File: src/rtl/maze_game_ctrl.sv
// rtl/maze_game_ctrl.sv - raycaster game sequencer: goal table, round timer, goal matching, screen select
module maze_game_ctrl #(
  parameter int POS_W         = 16,
  parameter int FRAC_BITS     = 8,
  parameter int NUM_MAPS      = 4,
  parameter int NUM_GOALS     = 4,
  parameter int TICK_CYCLES   = 65_000_000,
  parameter int ROUND_SECONDS = 120,
  parameter int HOLD_SECONDS  = 5
) (
  input  logic                           clk_in,
  input  logic                           rst_in,
  input  logic                           game_en_in,
  input  logic                           start_in,
  input  logic [$clog2(NUM_MAPS)-1:0]    map_sel_in,
  input  logic                           ordered_in,
  input  logic [POS_W-1:0]               posX_in,
  input  logic [POS_W-1:0]               posY_in,
  input  logic                           goal_wr_en_in,
  input  logic [$clog2(NUM_MAPS)-1:0]    goal_wr_map_in,
  input  logic [$clog2(NUM_GOALS)-1:0]   goal_wr_idx_in,
  input  logic [POS_W-1:0]               goal_wr_x_in,
  input  logic [POS_W-1:0]               goal_wr_y_in,
  input  logic                           goal_cnt_wr_en_in,
  input  logic [$clog2(NUM_GOALS+1)-1:0] goal_cnt_in,
  output logic [1:0]                     screen_display,
  output logic [NUM_GOALS-1:0]           found_mask_out,
  output logic [7:0]                     time_left_out,
  output logic                           playing_out,
  output logic                           goal_hit_out
);

  localparam int MAP_W       = $clog2(NUM_MAPS);
  localparam int CNT_W       = $clog2(NUM_GOALS + 1);
  localparam int PS_W        = (TICK_CYCLES > 1) ? $clog2(TICK_CYCLES) : 1;
  localparam int HOLD_CYCLES = HOLD_SECONDS * TICK_CYCLES;
  localparam int HOLD_W      = (HOLD_CYCLES > 1) ? $clog2(HOLD_CYCLES) : 1;

  typedef enum logic [2:0] {S_IDLE, S_START, S_PLAY, S_WON, S_LOST} state_t;

  state_t state, state_nxt;

  logic [POS_W-1:0]  goal_x   [NUM_MAPS][NUM_GOALS];
  logic [POS_W-1:0]  goal_y   [NUM_MAPS][NUM_GOALS];
  logic [CNT_W-1:0]  goal_cnt [NUM_MAPS];

  logic              start_q;
  logic [MAP_W-1:0]  map_q;
  logic              ordered_q;
  logic [PS_W-1:0]   presc;
  logic [HOLD_W-1:0] hold_cnt;

  logic                 start_rise, start_go, wr_ok, tick, expire, hold_done;
  logic                 all_found, next_done;
  logic [CNT_W-1:0]     cur_cnt;
  logic [NUM_GOALS-1:0] valid, hit_raw, first_open, new_bits;

  assign start_rise = start_in & ~start_q;
  assign start_go   = (state == S_START) && game_en_in && start_rise;
  assign wr_ok      = (state == S_IDLE) || (state == S_START);
  assign tick       = (presc == PS_W'(TICK_CYCLES - 1));
  assign expire     = tick && (time_left_out == 8'd1);
  assign hold_done  = (hold_cnt == HOLD_W'(HOLD_CYCLES - 1));
  assign cur_cnt    = goal_cnt[map_q];

  // Ordered mode only admits the lowest-index goal still outstanding.
  always_comb begin
    logic open_seen;
    open_seen  = 1'b0;
    valid      = '0;
    hit_raw    = '0;
    first_open = '0;
    for (int i = 0; i < NUM_GOALS; i++) begin
      valid[i]   = (i < int'(cur_cnt));
      hit_raw[i] = valid[i] && !found_mask_out[i]
                   && (goal_x[map_q][i][POS_W-1:FRAC_BITS] == posX_in[POS_W-1:FRAC_BITS])
                   && (goal_y[map_q][i][POS_W-1:FRAC_BITS] == posY_in[POS_W-1:FRAC_BITS]);
      if (valid[i] && !found_mask_out[i] && !open_seen) begin
        first_open[i] = 1'b1;
        open_seen     = 1'b1;
      end
    end
    new_bits = ordered_q ? (hit_raw & first_open) : hit_raw;
  end

  assign all_found = (cur_cnt != '0) && ((found_mask_out & valid) == valid);
  assign next_done = (cur_cnt != '0) && (((found_mask_out | new_bits) & valid) == valid);

  always_ff @(posedge clk_in or negedge rst_in) begin
    if (!rst_in) state <= S_IDLE;
    else         state <= state_nxt;
  end

  // A final goal landing on the expiry edge keeps PLAY one more cycle so WON follows.
  always_comb begin
    state_nxt = state;
    if (!game_en_in) begin
      state_nxt = S_IDLE;
    end else begin
      case (state)
        S_IDLE:  state_nxt = S_START;
        S_START: if (start_rise) state_nxt = S_PLAY;
        S_PLAY: begin
          if (all_found)                  state_nxt = S_WON;
          else if (expire && !next_done)  state_nxt = S_LOST;
        end
        S_WON, S_LOST: if (hold_done) state_nxt = S_START;
        default: state_nxt = S_IDLE;
      endcase
    end
  end

  always_comb begin
    screen_display = 2'd0;
    case (state)
      S_START: screen_display = 2'd1;
      S_LOST:  screen_display = 2'd2;
      S_WON:   screen_display = 2'd3;
      default: screen_display = 2'd0;
    endcase
  end

  assign playing_out = (state == S_PLAY);

  always_ff @(posedge clk_in or negedge rst_in) begin
    if (!rst_in) begin
      for (int m = 0; m < NUM_MAPS; m++) begin
        goal_cnt[m] <= '0;
        for (int g = 0; g < NUM_GOALS; g++) begin
          goal_x[m][g] <= '0;
          goal_y[m][g] <= '0;
        end
      end
    end else begin
      if (wr_ok && goal_wr_en_in) begin
        goal_x[goal_wr_map_in][goal_wr_idx_in] <= goal_wr_x_in;
        goal_y[goal_wr_map_in][goal_wr_idx_in] <= goal_wr_y_in;
      end
      if (wr_ok && goal_cnt_wr_en_in)
        goal_cnt[goal_wr_map_in] <= (goal_cnt_in > CNT_W'(NUM_GOALS)) ?
                                    CNT_W'(NUM_GOALS) : goal_cnt_in;
    end
  end

  always_ff @(posedge clk_in or negedge rst_in) begin
    if (!rst_in) begin
      start_q        <= 1'b0;
      map_q          <= '0;
      ordered_q      <= 1'b0;
      found_mask_out <= '0;
      time_left_out  <= '0;
      presc          <= '0;
      hold_cnt       <= '0;
      goal_hit_out   <= 1'b0;
    end else begin
      start_q      <= start_in;
      goal_hit_out <= 1'b0;
      if (start_go) begin
        map_q          <= map_sel_in;
        ordered_q      <= ordered_in;
        found_mask_out <= '0;
        time_left_out  <= 8'(ROUND_SECONDS);
        presc          <= '0;
      end else if (state == S_PLAY && game_en_in) begin
        presc <= tick ? '0 : presc + PS_W'(1);
        if (tick && time_left_out != 8'd0)
          time_left_out <= time_left_out - 8'd1;
        found_mask_out <= found_mask_out | new_bits;
        goal_hit_out   <= |new_bits;
      end
      if (state == S_WON || state == S_LOST) hold_cnt <= hold_cnt + HOLD_W'(1);
      else                                   hold_cnt <= '0;
    end
  end

endmodule

File: config.mk
export PLATFORM = sky130hd
export DESIGN_NAME = maze_game_ctrl
export DESIGN_NICKNAME = d
export VERILOG_FILES = /design/src/rtl/maze_game_ctrl.sv
export SDC_FILE = /design/constraint.sdc
export NUM_CORES = 1
export LEC_CHECK = 0
export ABC_AREA = 1
export BUFFER_PORTS_ARGS = -buffer_cell sky130_fd_sc_hd__buf_4
export CAP_MARGIN = 20
export CORE_MARGIN = 5
export CORE_UTILIZATION = 45
export CTS_BUF_LIST = sky130_fd_sc_hd__clkbuf_16
export DETAILED_ROUTE_END_ITERATION = 6
export PLACE_DENSITY_LB_ADDON = 0.15
export SYNTH_ARGS = -nofsm -noshare
export SYNTH_HDL_FRONTEND = slang
export SYNTH_SLANG_ARGS = --single-unit
File: constraint.sdc
create_clock -name clk_in -period 2.3 [get_ports clk_in]
set_clock_uncertainty 0.15 [all_clocks]
set_input_delay 0.46 -clock clk_in [delete_from_list [all_inputs] [get_ports clk_in]]
set_output_delay 0.46 -clock clk_in [all_outputs]
set_load 0.01 [all_outputs]
# --- Word level (Yosys, flattened, before mapping) ---
# Cells that the tools add are included.
word_totals:
  register_bits: 599
  inputBits: 80
  output_inout_bits: 16
  word_cells: 177
op_classes:
  addsub: 3
  magnitude_cmp: 10
  eq_ne: 20
  n_mux: 44
  bitwise: 9
  n_reduce_logical: 46
ops:
  columns: ["op", "count"]
  rows:
  - ["$bwmux 256", 2]
  - ["$mux 64", 5]
  - ["$bmux 64 s2", 2]
  - ["$demux 64 s2", 1]
  - ["$mux 26", 3]
  - ["$eq 8x8->1", 8]
  - ["$demux 16 s2", 1]
  - ["$add 29x1->29 const B", 1]
  - ["$eq 29x29->1 const B", 1]
  - ["$mux 29", 1]
  - ["$logic_and 1x1->1", 27]
  - ["$mux 3", 9]
  - ["$add 26x1->26 const B", 1]
  - ["$eq 26x26->1 const B", 1]
  - ["$mux 8", 3]
  - ["$mux 16", 1]
  - ["$and 4x4->4", 3]
  - ["$bwmux 12", 1]
  - ["$mux 4", 3]
  - ["$pmux 3 s4", 1]
  - ["$ge 3x3->1 const B", 3]
  - ["$not 2->3", 3]
  - ["$eq 4x4->1", 2]
  - ["$eq 8x1->1 const B", 1]
  - ["other kinds (27)", 48]

# --- Logic depth before layout (Yosys ltp) ---
# Gate-level depths: netlist (run 1).
logic_depth:
  ltp_word: 28
  ltp_mapped: 20
  depth_no_buf: 18

# --- Worst setup path after synthesis (run 1) ---
# OpenSTA, ideal clock, no wires.
synth_path:
  path_type: "reg2reg"
  start: "register hold_cnt[0]"
  end: "register hold_cnt[22]"
  setup_ps: 121
  t_arrival_ps: 1899
  t_required_ps: 2029
  slack_ps: 131
  stages_incl_launch_ff: 15
  n_path_buf: 0
  synth_period_minus_slack_ps: 2169
  path_cell_list: "dfrtp_1 -> ha_1 -> nand2_1 -> nor2_1 -> nand2_1 -> nor2_1 -> nand2_1 -> nor2_2 -> nand3_1 -> nor3_2 -> nand2_1 -> nor3_2 -> nand3_1 -> o21ai_0 -> nor2_1"
synth_via:
  elab_chain_cells: 2
synth_lines:
  columns: ["item", "line", "rtl"]
  rows:
  - ["start, declared", "51", "logic [HOLD_W-1:0] hold_cnt;"]
  - ["start signal, assigned", "171", "if (state == S_WON || state == S_LOST) hold_cnt <= hold_cnt + HOLD_W'(1);"]
  - ["$add 29x1->29", "171", null]
  - ["$mux 29", "171", null]
# No other way between the ends.
# A chain may end at the register's enable or synchronous reset.

# --- Worst setup path after layout (run 1) ---
layout_path:
  start: "register map_q[0]"
  end: "register state[1]"
layout_via:
  elab_chain_cells: 26
  word_cells_on_any_way: 63
  classes_between: "4 x order compare; 11 x eq/ne; 19 x mux; 5 x bitwise; 24 x reduce/logical"
layout_lines:
  columns: ["item", "line", "rtl"]
  rows:
  - ["start, declared", "48", "logic [MAP_W-1:0] map_q;"]
  - ["start signal, assigned", "159", "map_q <= map_sel_in;"]
  - ["$not 2->3 (implied by the code) (*)", "64, 76, 77", null]
  - ["$bmux 3 s2", "64", "assign cur_cnt = goal_cnt[map_q];"]
  - ["$mux 3 (implied by the code) (2 in series)", "64", null]
  - ["$lt 1x3->1", "74", "valid[i] = (i < int'(cur_cnt));"]
  - ["$logic_and 1x1->1", "75, 78", null]
  - ["$mux 1", "78", "if (valid[i] && !found_mask_out[i] && !open_seen) begin"]
  - ["$logic_not 1->1", "78", null]
  - ["$logic_and 1x1->1", "78", null]
  - ["[... 9 more ...]", null, null]
  - ["$or 4x4->4", "87", "assign next_done = (cur_cnt != '0) && (((found_mask_out | new_bits) & valid) == valid);"]
  - ["$and 4x4->4", "87", null]
  - ["$eq 4x4->1", "87", null]
  - ["$logic_and 1x1->1", "87", null]
  - ["$logic_not 1->1", "105", "else if (expire && !next_done) state_nxt = S_LOST;"]
  - ["$logic_and 1x1->1", "105", null]
  - ["$ne 4x2->1 (no source line)", null, null]
  - ["$reduce_and 3->1 (no source line)", null, null]
  - ["end signal, assigned", "91", "else state <= state_nxt;"]
  - ["end, declared", "41", "state_t state, state_nxt;"]
# Every way passes the cells marked *; elsewhere a longest branch is shown, timed or not. The select of a mux whose other input is x is not followed.

==> metrics.csv, run 1 <==
stage,metric,value,unit
clock_network,Clock H-tree levels,2,
synthesis,largest area contributor in the netlist,dfrtp_1,
grt,first-pass GRT wire length,87.2,mm
grt,global route hottest layer,met2,
power_and_ir_drop,Total Power,28.7,mW
synthesis,Mapped Area,17100,µm²
clock_network,Clock transition at path regs,60,ps
layout,Finished Core Util,0.581,
clock_network,Clock Tree Root,clkbuf_16,
power_and_ir_drop,Leak,10.4,nW
clock_network,TritonCTS clock tree,built,
grt,Overflow after GRT,0,
synthesis,Yosys top cell area share,0.503,
grt,initial antenna violation count,0,
grt,largest net degree at the start of global routing,49,
setup_path,slowest CP cell,dfrtp_4,
setup_path,"Max FO, Critical Path",6,
setup_path,R2R Path Start,map_q[0]$_DFFE_PN0P_,
synthesis,"Async S/R FF share, synth",1.00,
detailed_routing,DR iter-0 viols,1492,
power_and_ir_drop,P per Cell Area,1310,nW/µm²
layout,area delta synth->final,28.1,%
layout,most frequent cells in the layout,"787 x nand2_1, 340 x dfrtp_1, 292 x o21ai_0, 212 x buf_4, 188 x nand3_1",
timing,Max Slew Vio Count,0,
setup_path,CP Launch Type,flip-flop,
timing,final hold vios,0,
setup_path,reg2reg setup slack,-390,ps
placed_design,hpwl dp,36.0,mm
floorplan,Die Ht,205,µm
detailed_routing,Routed Antenna Nets,0,
floorplan,# IOs,96,
detailed_routing,Post-Route WL,56.2,mm
synthesis,Synth cell types,43,
timing,setup slack after layout,-392,ps
setup_path,endpoint class of the critical path,flip-flop,
synthesis,sequential share of the synthesized area,0.503,
synthesis,"EDFF count, synth",0,
timing,post-layout minimum cycle time,2690,ps
placed_design,"worst slack, placed",-591,ps
grt,vias in the first global route,15200,
timing,RSZ-0062 raised after global routing,yes,
setup_path,worst setup path endpoint,state[1]$_DFFE_PN0P_,
synthesis,syn avg cell area,7.55,µm²
detailed_routing,routed via count,16300,
synthesis,cells after synthesis,2258,
power_and_ir_drop,peak ir drop on the vdd network,0.603,mV
synthesis,Post-synth top flop,dfrtp_1,
worst_hold_path,Hold Path Class,input pin to flip-flop,
setup_path,Worst Path Buf+Inv,4,
placed_design,gpl congestion,0.941,
setup_path,Levels on crit path,20,
grt,gr usage total,0.266,
setup_path,WP data arrival,2980,ps
detailed_routing,drt first pass iters,6,
setup_path,cells along the critical path,"clkinv_8, buf_12, clkbuf_16, buf_6, nand2_2, nand3_2, nand2_1, nand2_1, nand2_2, nand2_1, nor2_1, nand3_2, nor2_1, nor2_1, nor2_1, nand2_1, nand2_2, nand2_2, nand2_1, nand2_1",
setup_path,reg2reg path depth,20,
run_status,status,finished with violations,
floorplan,die extent in x,205,µm
layout,"most common cell after layout, fill and taps aside",nand2_1,
flow_run,Max Cap Viol,0,
timing,Worst Tran Pin Value,562,ps
synthesis,Yosys reg bits,343,
placed_design,Placed Area,19100,µm²
grt,M3 GR Usage,0.0344,
floorplan,FP Rows,71,
clock_network,worst-skew pair later-pin latency,550,ps
setup_path,critical path startpoint,map_q[0]$_DFFE_PN0P_,
placed_design,Port Buffers,63,
detailed_routing,# DRC,0,
synthesis,"Net Count, Synth",2342,
grt,met1 GRT Util,0.391,
run_status,failing checks,setup timing,
synthesis,largest cells by area after synthesis,"dfrtp_1 50%, nand2_1 19%, o21ai_0 8.8%",
setup_path,"CP delay by family, top",simple AND/OR/NAND/NOR gates,
clock_network,CTS Sinks,343,
setup_path,CP peak stage delay,510,ps
floorplan,Die ar.,41900,µm²
detailed_routing,Routed WL per cell,18.8,µm
setup_path,most numerous cell on the critical path,nand2_1,
clock_network,clk buf depth,3,
clock_network,total CTS buffers,39,
setup_path,Critical Path RT,2590,ps
layout,Final nets,2534,
synthesis,Synth Warn #,0,
detailed_routing,post-DR vias/cell,5.44,
timing,Finish-stage setup viols,10,
timing,slew margin rel.,0.625,
timing,period utilization,1.17,
grt,met2 Use GR,0.416,
setup_path,critical path class,flip-flop to flip-flop,
floorplan,Initial Utilization,0.454,
layout,Post-Layout Inst Area,21800,µm²
timing,max frequency,372,MHz
floorplan,core area,37600,µm²
setup_path,worst r2r dst,state[1]$_DFFE_PN0P_,
layout,layout cells sized above 1,0.203,
layout,antenna diode count,0,
## area by class of cell
| class | instances | area [µm²] |
|---|---|---|
| clock buffers | 41 | 1030 |
| clock inverters | 27 | 195 |
| fillers | 3430 | 15700 |
| inverters | 119 | 459 |
| multi-input cells | 1676 | 8270 |
| flip-flops and latches | 343 | 8590 |
| well taps | 511 | 639 |
| repair buffers | 271 | 2670 |
## Yosys cell counts (5+ instances only)
master / instances
nand4_1: 32
dfrtp_1: 343
nor3_1: 34
buf_4: 7
nand3_1: 240
xor2_1: 15
nor4_1: 11
nand2_1: 841
buf_2: 31
o21ai_0: 301
clkbuf_1: 76
o22ai_1: 5
a21oi_1: 42
inv_1: 113
nor2_1: 106
nand2_2: 6
buf_6: 6
## cells by family after synthesis
family	share of synthesized area
xor+xnor	0.00822
flops	0.503
simple gates	0.315
compound gates	0.111
fa+ha+maj	0.00294
buf+inv	0.0592
## tightest hold or removal path: stages
cell and delay, ps:
buf_4 70, nand2_1 90, o21ai_0 160
## routing by layer
| layer | up-vias | part of all wire |
|---|---|---|
| met5 | - | 0 |
| met4 | 0 | 0.025 |
| met3 | 90 | 0.061 |
| met2 | 524 | 0.46 |
| met1 | 7860 | 0.45 |
| li1 | 7784 | - |
## sequential cells by signal (all words and copies together), names as in the netlist
name / count
state: 3
map_q: 2
time_left_out: 8
goal_x: 128
ordered_q: 1
goal_hit_out: 1
goal_y: 128
presc: 26
found_mask_out: 4
start_q: 1
goal_cnt: 12
hold_cnt: 29
## worst min-delay path by stage
stage | endpoint | slack (ps) | startpoint | cells past startpoint
after CTS | goal_cnt[3]$_DFFE_PN0P_ | 110 | goal_cnt_in[0] | 3
after global routing | goal_cnt[0]$_DFFE_PN0P_ | 140 | goal_cnt_in[0] | 3
final | goal_cnt[3]$_DFFE_PN0P_ | 130 | goal_cnt_in[0] | 3
after global placement | goal_x[221]$_DFFE_PN0P_ | 280 | rst_in | 1
after detailed placement | goal_x[58]$_DFFE_PN0P_ | 280 | rst_in | 1
after floorplan | found_mask_out[0]$_DFFE_PN0P_ | 10 | rst_in | 0
## power by group
part           internal (mW)  switching [mW]  leakage [nW]
Combinational           5.31            7.32          5.39
Sequential              8.51            1.49          4.42
Clock                   3.54            2.52         0.623
## through the flow
| stage | TNS, ps | cells | hold WS, ps |
|---|---|---|---|
| after CTS | -1110 | 2959 | 113 |
| after detailed placement | -2660 | 2866 | 285 |
| after global placement | -2540 | 2866 | 283 |
| after global routing | -3910 | 2988 | 143 |
| after floorplan | 0 | 2258 | 14.4 |
| final | -1820 | 2988 | 127 |
## what timing repair did
item,CTS,global route
hold buffers,5,0
pin swaps,14,69
hold endpoints to repair,42,0
gates resized for setup,83,156
cloned,5,2
setup endpoints to repair,20,175
buffers inserted,15,30
No activity file was read; power rests on OpenSTA's default activity.
==> run 2, diff against run 1 <==
==> constraint.sdc (replaced) <==
create_clock -name clk_in -period 2.3 [get_ports clk_in]
set_clock_uncertainty 0.15 [all_clocks]
set_input_delay 0.575 -clock clk_in [delete_from_list [all_inputs] [get_ports clk_in]]
set_output_delay 0.575 -clock clk_in [all_outputs]
set_load 0.01 [all_outputs]
==> metrics.csv, run 2 (synthesis results as in run 1) <==
stage,metric,value,unit,change
timing,setup TNS,-2160,ps,was -1820 ps
detailed_routing,drt first pass iters,5,,was 6
setup_path,Critical Path RT,2560,ps,was 2590 ps
layout,Finished Core Util,0.590,,was 0.581
detailed_routing,# DRC,0,,unchanged
grt,met2 Use GR,0.418,,was 0.416
clock_network,Clock transition at path regs,60,ps,about the same
worst_hold_path,Hold Path Sink,start_q$_DFF_PN0_,,was goal_cnt[3]$_DFFE_PN0P_
power_and_ir_drop,Internal,17.7,mW,was 17.4 mW
clock_network,clk buf depth,3,,unchanged
clock_network,total CTS buffers,40,,was 39
grt,met1 GRT Util,0.371,,was 0.391
grt,global route hottest layer,met2,,unchanged
placed_design,"worst slack, placed",-430,ps,was -591 ps
setup_path,Worst Path Buf+Inv,2,,was 4
setup_path,worst r2r dst,state[1]$_DFFE_PN0P_,,unchanged
power_and_ir_drop,power share of the sequential group,0.342,,was 0.349
detailed_routing,DR iter-0 viols,1402,,was 1492
layout,Final nets,2542,,was 2534
setup_path,endpoint class of the critical path,flip-flop,,unchanged
setup_path,reg2reg path depth,18,,was 20
layout,Post-Layout Inst Area,22200,µm²,was 21800 µm²
grt,initial antenna violation count,1,,was 0
grt,Overflow after GRT,0,,unchanged
floorplan,FP Rows,71,,unchanged
timing,period utilization,1.16,,was 1.17
timing,Final Hold Slack,20.9,ps,was 127 ps
clock_network,TritonCTS clock tree,built,,unchanged
setup_path,CP Launch Type,flip-flop,,unchanged
layout,number of fill cells,3359,,was 3430
power_and_ir_drop,peak ir drop on the vdd network,0.599,mV,was 0.603 mV
setup_path,R2R Path Start,map_q[0]$_DFFE_PN0P_,,unchanged
power_and_ir_drop,Clk network pwr share,0.197,,was 0.211
grt,largest net degree at the start of global routing,61,,was 49
placed_design,Port Buffers,63,,unchanged
power_and_ir_drop,P per Cell Area,1320,nW/µm²,was 1310 nW/µm²
timing,final hold vios,0,,unchanged
timing,RSZ-0062 raised after global routing,yes,,unchanged
timing,max frequency,375,MHz,was 372 MHz
timing,slew margin rel.,0.581,,was 0.625
setup_path,WP data arrival,2930,ps,was 2980 ps
layout,most frequent cells in the layout,"760 x nand2_1, 341 x dfrtp_1, 292 x o21ai_0, 212 x buf_4, 153 x nand3_1",,"was 787 x nand2_1, 340 x dfrtp_1, 292 x o21ai_0, 212 x buf_4, 188 x nand3_1"
clock_network,CTS Sinks,343,,unchanged
floorplan,core area,37600,µm²,unchanged
placed_design,Placed Cells,2879,,was 2866
detailed_routing,Post-Route WL,56.5,mm,was 56.2 mm
setup_path,"CP delay by family, top",simple AND/OR/NAND/NOR gates,,unchanged
grt,first-pass GRT wire length,86.2,mm,was 87.2 mm
setup_path,most numerous cell on the critical path,nand2_1,,unchanged
timing,setup slack after layout,-368,ps,was -392 ps
worst_hold_path,hold_sp,start_in,,was goal_cnt_in[0]
worst_hold_path,Hold Path Class,input pin to flip-flop,,unchanged
setup_path,critical path class,flip-flop to flip-flop,,unchanged
placed_design,hpwl dp,35.7,mm,was 36.0 mm
setup_path,cells along the critical path,"buf_12, bufbuf_16, nand2_1, nand3_1, nand2_1, nand2_1, nand2_2, nand2_1, nor2_1, nand3_1, nor2_1, nor2_1, nor2_1, nand2_1, nand2_2, nand2_2, nand2_2, nand2_1",,"was clkinv_8, buf_12, clkbuf_16, buf_6, nand2_2, nand3_2, nand2_1, nand2_1, nand2_2, nand2_1, nor2_1, nand3_2, nor2_1, nor2_1, nor2_1, nand2_1, nand2_2, nand2_2, nand2_1, nand2_1"
grt,M3 GR Usage,0.0318,,was 0.0344
floorplan,# IOs,96,,unchanged
detailed_routing,Routed WL per cell,18.9,µm,was 18.8 µm
setup_path,reg2reg setup slack,-370,ps,was -390 ps
placed_design,gpl congestion,0.958,,was 0.941
detailed_routing,post-DR vias/cell,5.47,,was 5.44
power_and_ir_drop,Switch Pwr,11.6,mW,was 11.3 mW
run_status,failing checks,setup timing,,unchanged
layout,"non-filler cells, final",2996,,was 2988
timing,post-layout minimum cycle time,2670,ps,was 2690 ps
floorplan,Die Ht,205,µm,unchanged
timing,Worst Tran Pin Value,627,ps,was 562 ps
run_status,status,finished with violations,,unchanged
floorplan,Die ar.,41900,µm²,unchanged
setup_path,CP peak stage delay,570,ps,was 510 ps
power_and_ir_drop,Switching Fraction,0.396,,was 0.395
clock_network,Clock H-tree levels,2,,unchanged
timing,Finish-stage setup viols,10,,unchanged
worst_hold_path,worst hold stages,1,,was 3
layout,Top Registers,"goal_x: 128 flops, goal_y: 128 flops, hold_cnt: 29 flops",,unchanged
placed_design,Placed Area,19200,µm²,was 19100 µm²
clock_network,worst-skew pair later-pin latency,530,ps,was 550 ps
layout,area delta synth->final,30.0,%,was 28.1%
flow_run,Max Cap Viol,0,,unchanged
timing,Max Slew Vio Count,0,,unchanged
detailed_routing,routed via count,16400,,was 16300
layout,"most common cell after layout, fill and taps aside",nand2_1,,unchanged
setup_path,slowest CP cell,dfrtp_4,,unchanged
grt,vias in the first global route,15500,,was 15200
power_and_ir_drop,share of power burned in combinational logic,0.462,,was 0.440
detailed_routing,Routed Antenna Nets,0,,unchanged
power_and_ir_drop,Leak,10.6,nW,was 10.4 nW
layout,layout cells sized above 1,0.229,,was 0.203
floorplan,Initial Utilization,0.454,,unchanged
grt,gr usage total,0.259,,was 0.266
setup_path,"Max FO, Critical Path",10,,was 6
floorplan,die extent in x,205,µm,unchanged
clock_network,Clock Tree Root,clkbuf_16,,unchanged
power_and_ir_drop,Total Power,29.3,mW,was 28.7 mW
run 2: worst reg2reg max path: stages (launching register included):
cell,delay (ps)
dfrtp_4,570
buf_12,190
bufbuf_16,280
nand2_1,60
nand3_1,120
nand2_1,90
nand2_1,60
nand2_2,100
nand2_1,70
nor2_1,100
nand3_1,100
nor2_1,110
nor2_1,50
nor2_1,130
nand2_1,110
nand2_2,110
nand2_2,70
nand2_2,60
nand2_1,50
run 2: layout make-up:
class	instances	area [µm²]	share of cell area
Sequential cell	343	8590	0.388
Multi-Input combinational cell	1676	8420	0.380
Timing Repair Buffer	277	2880	0.130
Clock buffer	41	1030	0.0463
Tap cell	511	639	0.0289
Inverter	119	464	0.0209
Clock inverter	27	135	0.00610
Timing Repair inverter	1	8.76	0.000395
Antenna cell	1	2.50	0.000113
run 2: metal layers:
metal	up-vias	wire length, µm	part of all wire
li1	7780	-	-
met1	7959	25100	0.44
met2	531	26600	0.47
met3	108	3160	0.056
met4	0	1590	0.028
met5	-	0	0
run 2: worst max path at each step:
| stage | startpoint | depth (start not counted) | slack, ps | end |
|---|---|---|---|---|
| after floorplan | hold_cnt[0]$_DFF_PN0_ | 14 | 130 | hold_cnt[22]$_DFF_PN0_ |
| after global placement | map_q[0]$_DFFE_PN0P_ | 19 | -410 | state[1]$_DFFE_PN0P_ |
| after detailed placement | map_q[0]$_DFFE_PN0P_ | 19 | -430 | state[1]$_DFFE_PN0P_ |
| after CTS | map_q[0]$_DFFE_PN0P_ | 19 | -320 | state[1]$_DFFE_PN0P_ |
| after global routing | map_q[0]$_DFFE_PN0P_ | 19 | -520 | state[1]$_DFFE_PN0P_ |
| final | map_q[0]$_DFFE_PN0P_ | 18 | -370 | state[1]$_DFFE_PN0P_ |
run 2: repair_timing:
item                                   CTS  global route
endpoints found under the hold margin   48             0
pin swaps                               42            85
gates resized for setup                106           182
setup endpoints to repair               15           266
buffers inserted                        17            19
hold buffers                             1             0
gates cloned                             9             4
run 2: power by group through the flow:
stage | logic [mW] | registers, mW | clock network, mW
2_1_floorplan | 6.69 | 9.61 | 0
3_3_place_gp | 10.4 | 9.88 | 0
3_5_place_dp | 10.7 | 9.93 | 0
4_1_cts | 12.2 | 9.92 | 5.84
5_1_grt | 14.9 | 10.3 | 6.09
6_report | 13.5 | 10.0 | 5.76
